## config.mk

```make
export PLATFORM = sky130hd
export DESIGN_NAME = serial_slice_adder_ctrl
export DESIGN_NICKNAME = d
export VERILOG_FILES = /design/src/rtl/serial_slice_adder_ctrl.sv
export SDC_FILE = /design/constraint.sdc
export NUM_CORES = 1
export LEC_CHECK = 0
export CAP_MARGIN = 25
export CORE_UTILIZATION = 29
export DETAILED_ROUTE_END_ITERATION = 12
export PLACE_DENSITY = 0.54
export SKIP_CTS_REPAIR_TIMING = 1
export SLEW_MARGIN = 20
export SYNTH_ARGS = -nofsm -noshare
export SYNTH_HDL_FRONTEND = slang
export SYNTH_SLANG_ARGS = --single-unit
```

## constraint.sdc

```tcl
create_clock -name clk -period 4.1 [get_ports clk]
set_input_delay 0.615 -clock clk [delete_from_list [all_inputs] [get_ports clk]]
set_output_delay 0.615 -clock clk [all_outputs]
set_load 0.01 [all_outputs]
```

## src/rtl/serial_slice_adder_ctrl.sv

```systemverilog
// serial_slice_adder_ctrl
// Adds two WIDTH-bit operands by streaming 2-bit slices, LSB slice first,
// through an external combinational 2-bit full-adder slice, one slice per clock.
// The inter-slice carry is registered here, and the partial sums are collected
// into an accumulator.
//
// Handshake: start is sampled only in IDLE. An accepted start latches a, b and
// cin. busy is high from the cycle after acceptance through the DONE cycle.
// done pulses for one cycle, and sum/cout are valid from that cycle onward.
// sum/cout hold until the next completion or reset. start in RUN/DONE is
// dropped, not queued.
//
// WIDTH must be even and at least 2.
module serial_slice_adder_ctrl #(
  parameter int WIDTH = 8
) (
  input  logic             clk,
  input  logic             rst,
  input  logic             start,
  input  logic [WIDTH-1:0] a,
  input  logic [WIDTH-1:0] b,
  input  logic             cin,
  output logic             busy,
  output logic             done,
  output logic [WIDTH-1:0] sum,
  output logic             cout,
  output logic             aa1,
  output logic             aa0,
  output logic             bb1,
  output logic             bb0,
  output logic             cc0,
  input  logic             cc1,
  input  logic             ss1,
  input  logic             ss0
);

  localparam int NSLICE = WIDTH / 2;
  localparam int IDXW   = (NSLICE > 1) ? $clog2(NSLICE) : 1;
  localparam logic [IDXW-1:0] LAST_IDX = IDXW'(NSLICE - 1);

  typedef enum logic [1:0] {
    IDLE = 2'd0,
    RUN  = 2'd1,
    DONE = 2'd2
  } state_t;

  state_t           state;
  state_t           state_next;
  logic [WIDTH-1:0] a_lat;
  logic [WIDTH-1:0] b_lat;
  logic [WIDTH-1:0] acc;
  logic [WIDTH-1:0] acc_next;
  logic             carry_reg;
  logic [IDXW-1:0]  idx;
  logic             last_slice;

  assign last_slice = (idx == LAST_IDX);

  // State register; reset wins even in the middle of an operation.
  always_ff @(posedge clk) begin
    if (rst) state <= IDLE;
    else     state <= state_next;
  end

  // Next state, status flags, slice drive and accumulator merge of the current slice.
  always_comb begin
    state_next = state;
    busy       = 1'b0;
    done       = 1'b0;
    aa1        = 1'b0;
    aa0        = 1'b0;
    bb1        = 1'b0;
    bb0        = 1'b0;
    cc0        = 1'b0;
    acc_next   = acc;
    case (state)
      IDLE: begin
        if (start) state_next = RUN;
      end
      RUN: begin
        busy       = 1'b1;
        {aa1, aa0} = a_lat[2*idx +: 2];
        {bb1, bb0} = b_lat[2*idx +: 2];
        cc0        = carry_reg;
        acc_next[2*idx +: 2] = {ss1, ss0};
        if (last_slice) state_next = DONE;
      end
      DONE: begin
        busy       = 1'b1;
        done       = 1'b1;
        state_next = IDLE;
      end
      default: state_next = IDLE;
    endcase
  end

  // Operand latch, slice index, carry chain and result registers.
  always_ff @(posedge clk) begin
    if (rst) begin
      a_lat     <= '0;
      b_lat     <= '0;
      acc       <= '0;
      carry_reg <= 1'b0;
      idx       <= '0;
      sum       <= '0;
      cout      <= 1'b0;
    end else begin
      case (state)
        IDLE: begin
          if (start) begin
            a_lat     <= a;
            b_lat     <= b;
            carry_reg <= cin;
            idx       <= '0;
          end
        end
        RUN: begin
          acc       <= acc_next;
          carry_reg <= cc1;
          if (last_slice) begin
            // acc_next already holds the slice being added this cycle.
            sum  <= acc_next;
            cout <= cc1;
          end else begin
            idx <= idx + 1'b1;
          end
        end
        default: ;
      endcase
    end
  end

endmodule
```

==> results of run 1 <==
-- cell usage after synthesis, types with 5 or more instances --
library cell,n
and2_1,9
a21oi_1,22
clkbuf_1,7
nor3_1,6
dfxtp_1,38
nor2_1,16
ha_1,10
nand2_1,44
nor2b_1,5
a311oi_1,6
inv_1,6
-- metrics by stage --
stage | area (um2) | setup slack, ns | std cells | util [%] | total power [mW]
after CTS | 2330 | 1.29 | 317 | 39.1 | 0.862
after floorplan | 1790 | 2.30 | 206 | - | 0.494
after detailed placement | 2220 | 1.61 | 309 | 37.3 | 0.545
after global routing | 2330 | 1.15 | 317 | 39.1 | 0.899
final | 2330 | 1.31 | 317 | 39.1 | 0.847
after global placement | 2220 | 1.64 | 309 | 37.3 | 0.543
-- final timing paths --
path	startpoint	slack (ns)	endpoint
min reg2reg	b_lat[3]	0.46	b_lat[3]
max reg2reg	idx[0]	1.97	sum[2]
min	b_lat[3]	0.46	b_lat[3]
max	idx[0]	1.31	bb0
-- where the power goes --
part           internal [mW]  leakage (nW)  switching (mW)
registers              0.387         0.309          0.0119
logic                 0.0649         0.472          0.0701
clock network          0.182        0.0524           0.131
total                  0.634         0.834           0.213
-- layer usage --
| metal | track usage [%] | wire, um | vias up |
|---|---|---|---|
| met4 | 4.64 | 49 | 0 |
| met3 | 4.66 | 215 | 5 |
| li1 | - | - | 785 |
| met1 | 18.1 | 1960 | 687 |
| met5 | 0 | 0 | - |
| met2 | 23.5 | 1790 | 39 |
-- layout make-up --
class	instances	area, um2	area share (%)
Clock buffer	7	76.3	3.28
Clock inverter	1	30.0	1.29
Inverter	6	22.5	0.967
Multi-Input combinational cell	151	957	41.1
Sequential cell	38	761	32.7
Tap cell	75	93.8	4.03
Timing Repair Buffer	39	388	16.7
-- cell usage in the layout, fill, tap and decap left out --
cell type	count
nand2_1	44
dfxtp_1	38
clkdlybuf4s50_1	38
a21oi_1	22
nor2_1	16
ha_1	10
and2_1	9
inv_1	6
a311oi_1	6
nor3_1	6
nor2b_1	5
clkbuf_8	5
mux4_2	4
a32oi_1	4
nand4_1	4
or2b_1	2
a22oi_1	2
nand2b_1	2
a221oi_1	2
clkbuf_1	2
a211oi_1	1
nor3b_2	1
mux2_2	1
mux2i_2	1
mux2i_1	1
or4b_1	1
a31oi_1	1
and3b_1	1
and4bb_2	1
o21ai_0	1
or3_1	1
nand3_1	1
a21o_1	1
bufinv_16	1
buf_4	1
-- kinds of logic after synthesis --
group | Yosys count | share of synthesized area, %
fa+ha+maj | 10 | 6.98
mux | 7 | 6.98
simple gates | 94 | 25.1
compound gates | 40 | 14.3
flops | 38 | 42.4
buf+inv | 17 | 4.19
-- worst min-delay path, cell delays in order (launching register included) --
cell	delay, ns
dfxtp_1	0.31
nand2_1	0.05
a21oi_1	0.05
==> results.json, run 1 <==
{
  "syn_area_um2": 1790,
  "synth_top_area_cell": "dfxtp_1",
  "boundaryPins": 39,
  "drc_errors": 0,
  "synthArstFlopShare_pct": 0,
  "slowest_stage": "dfxtp_1",
  "worst-path-buf-inv": 1,
  "cts_tree": "yes",
  "hold_ws_ns": 0.455,
  "start_util_pct": 30.1,
  "overflow": 0,
  "maxCapViolations": 0,
  "synth-seq-cells": 38,
  "path_cells": "mux4_2 -> and2_1 -> clkdlybuf4s50_1",
  "tns_ns": 0,
  "drt-wirelength-per-cell_um": 12.7,
  "final-setup-viol-count": 0,
  "fill_cells": 626,
  "syn_inst": 206,
  "synth_seq_area_share_pct": 42.4,
  "ant_nets": 0,
  "critPathMaxStageDelay_ns": 0.67,
  "period_share_pct": 68.1,
  "finalHoldViolCount": 0,
  "startpoint_type": "flip-flop",
  "dp_hpwl_mm": 2.79,
  "worstSetupPathType": "reg -> out",
  "power.density_nw_per_um2": 364,
  "cts_htree_levels": 2,
  "areaGrowthSynthToFinish_pct": 29.9,
  "whs_path_depth": 2,
  "rr_worst_depth": 5,
  "place_congestion": 0.766,
  "coreArea_um2": 5960,
  "diodes": 0,
  "hp-class": "reg -> reg",
  "path_depth": 3,
  "die_h_um": 80.6,
  "rsz0062_at_grt": "no",
  "cts_root_buffer": "clkbuf_8",
  "fin_nets": 274,
  "route.final.wire_length_mm": 4.02,
  "worst_pin_slew_ns": 0.591,
  "synthDistinctLibCells": 33,
  "cp_max_fo": 13,
  "critPathArrivalTime_ns": 2.18,
  "placementRows": 28,
  "synthTopCellsByArea": "dfxtp_1, nand2_1, ha_1, a21oi_1, mux4_2",
  "final.min_clock_period_ns": 2.79,
  "synth_top_cell_area_share_pct": 42.4,
  "cts_made_buffers": 5,
  "cts_sinks": 38,
  "cts_max_path_buffers": 2,
  "critical_path.top_delay_family": "flip-flops",
  "skew_ns": 0.00722,
  "worst_skew_pair.late_latency_ns": 0.29,
  "cts.clk_slew.worst_paths_ns": 0.08,
  "grt_max_degree": 28,
  "drive_gt1_share_pct": 6.20,
  "die_w_um": 80.6,
  "port_buffers": 38,
  "p_leak_nw": 0.834,
  "grt_pass1_vias": 1503,
  "antenna_found_initial": 0,
  "dr.pass1.iters": 4,
  "die_area_um2": 6500,
  "synth_flop_cell": "dfxtp_1",
  "drt_first_iter_violations": 56,
  "vias": 1516,
  "ir_drop_uv": 164,
  "grtUsageTotal_pct": 14.5,
  "grt_pass1_wl_mm": 7.09,
  "fmax_ghz": 0.358,
  "cp_data_required_time_ns": 3.48,
  "synth_nets": 239,
  "vias_per_cell": 4.78,
  "outcome": "finished, final reports clean",
  "synth_edf_count": 0,
  "avgSynthCellArea_um2": 8.70,
  "critPathCaptureType": "output port",
  "relSlewSlack_pct": 60.6,
  "yosysWarnings": 0,
  "maxSlewViolCount": 0
}
Note: power is estimated with default switching activity, not from simulation.
==> run 2: changes to the inputs <==
==> constraint.sdc (replaced) <==
create_clock -name clk -period 2.6 [get_ports clk]
set_input_delay 0.39 -clock clk [delete_from_list [all_inputs] [get_ports clk]]
set_output_delay 0.39 -clock clk [all_outputs]
set_load 0.01 [all_outputs]
==> run 2 against run 1 <==
Against the previous run:
- combinational power increased by 63%
- count of clock-buffer cells in the layout shrank 1
- final cell count increased by 0.63%
- critical endpoint unchanged
- largest cell class unchanged
- largest power group unchanged
==> results.json, run 2 (synthesis results as in run 1) <==
{
  "layoutNonFillerInstCount": 319,
  "whs_path_depth": 2,
  "drt-wirelength-per-cell_um": 12.3,
  "fill_cells": 637,
  "hold_ws_ns": 0.455,
  "postPlaceCellArea_um2": 2240,
  "postLayoutCoreUtil_pct": 39.2,
  "final.min_clock_period_ns": 2.37,
  "drc_errors": 0,
  "diodes": 0,
  "slowest_stage": "mux4_2",
  "coreArea_um2": 5960,
  "rsz0062_at_grt": "no",
  "hp-class": "reg -> reg",
  "finalHoldViolCount": 0,
  "cp-startpoint": "idx[0]",
  "start_util_pct": 30.1,
  "reg2reg_to": "sum[0]",
  "mostFrequentLayoutCells": "nand2_1, clkdlybuf4s50_1, dfxtp_1, a21oi_1, nor2_1",
  "die_w_um": 80.6,
  "cts_tree": "yes",
  "cts_made_buffers": 5,
  "r2r_slack_ns": 0.65,
  "cts_root_buffer": "clkbuf_8",
  "p_leak_nw": 0.840,
  "path_cells": "mux4_2 -> and2_1 -> clkdlybuf4s50_1",
  "grtUsageTotal_pct": 13.7,
  "overflow": 0,
  "die_area_um2": 6500,
  "critPathArrivalTime_ns": 1.98,
  "outcome": "finished, final reports clean",
  "antenna_found_initial": 0,
  "fin_nets": 276,
  "port_buffers": 38,
  "ant_nets": 0,
  "timing.rr.start": "idx[1]",
  "worstSetupPathType": "reg -> out",
  "grt_pass1_vias": 1414,
  "skew_ns": 0.00490,
  "relSlewSlack_pct": 61.6,
  "hold_end": "a_lat[5]",
  "placementRows": 28,
  "grt_pass1_wl_mm": 6.64,
  "die_h_um": 80.6,
  "critPathCaptureType": "output port",
  "grt_max_degree": 39,
  "dr.pass1.iters": 4,
  "ir_drop_uv": 252,
  "postLayoutCellArea_um2": 2330,
  "vias_per_cell": 4.77,
  "cts_htree_levels": 2,
  "tns_ns": 0,
  "critPathMaxStageDelay_ns": 0.53,
  "power.density_nw_per_um2": 540,
  "route.final.wire_length_mm": 3.93,
  "maxSlewViolCount": 0,
  "final-setup-viol-count": 0,
  "boundaryPins": 39,
  "place_congestion": 0.718,
  "cp_max_fo": 13,
  "dp.cells": 311,
  "cts_sinks": 38,
  "vias": 1522,
  "fmax_ghz": 0.422,
  "drive_gt1_share_pct": 8.20,
  "worst_skew_pair.late_latency_ns": 0.28,
  "cts_max_path_buffers": 2,
  "startpoint_type": "flip-flop",
  "maxCapViolations": 0,
  "cts.clk_slew.worst_paths_ns": 0.07,
  "drt_first_iter_violations": 58,
  "areaGrowthSynthToFinish_pct": 30.1,
  "rr_worst_depth": 5,
  "dp_hpwl_mm": 2.76,
  "min-delay-start": "a_lat[5]",
  "period_share_pct": 91.2,
  "final_common_cell": "nand2_1",
  "cp_data_required_time_ns": 2.21,
  "worst_pin_slew_ns": 0.577
}
run 2: changes by cell type in the layout (fill, tap and decap cells not counted):
cell        change
clkinvlp_4      +1
clkbuf_8        +1
buf_4           +2
dfxtp_1         -1
clkbuf_1        -2
clkinv_2        +1
dfxtp_2         +1
bufinv_16       -1
run 2: routing by layer:
layer / global-route usage (%) / share of wire, % / vias up
met1: 17.3 / 49 / 697
met5: 0 / 0 / -
met2: 21.4 / 46 / 32
met3: 4.20 / 3.8 / 4
met4: 5.89 / 1.2 / 0
li1: - / - / 789
run 2: worst max path at each step:
stage	slack [ns]	cells past startpoint	endpoint
after global placement	0.34	3	bb0
after detailed placement	0.32	3	bb1
after global routing	0.12	3	bb1
final	0.23	3	bb0
after CTS	-0.007	3	bb1
after floorplan	0.84	6	sum[0]
run 2: per-stage QoR:
step	setup WS, ns	power, mW
floorplan	0.835	0.779
global placement	0.340	0.864
detailed placement	0.318	0.865
CTS	-0.00678	1.29
global route	0.119	1.34
finish	0.229	1.26
run 2: report_power, final:
part | leakage, nW | switching [mW] | internal, mW
logic | 0.483 | 0.112 | 0.108
clock network | 0.0472 | 0.199 | 0.213
registers | 0.310 | 0.0188 | 0.610
run 2: final cells by class:
type,instances,area (um2),share of cell area [%]
inverters,6,22.5,0.965
well taps,75,93.8,4.02
clock inverters,2,12.5,0.536
multi-input cells,151,957,41.0
repair buffers,41,403,17.3
flip-flops and latches,38,762,32.7
clock buffers,6,82.6,3.54
run 2: worst max-delay path: cells and delay by family, from the launching register on:
kind,cells,cell delay [ns]
muxes,1,0.53
DFF,1,0.51
buffers and inverters,1,0.47
and+or+nand+nor,1,0.18
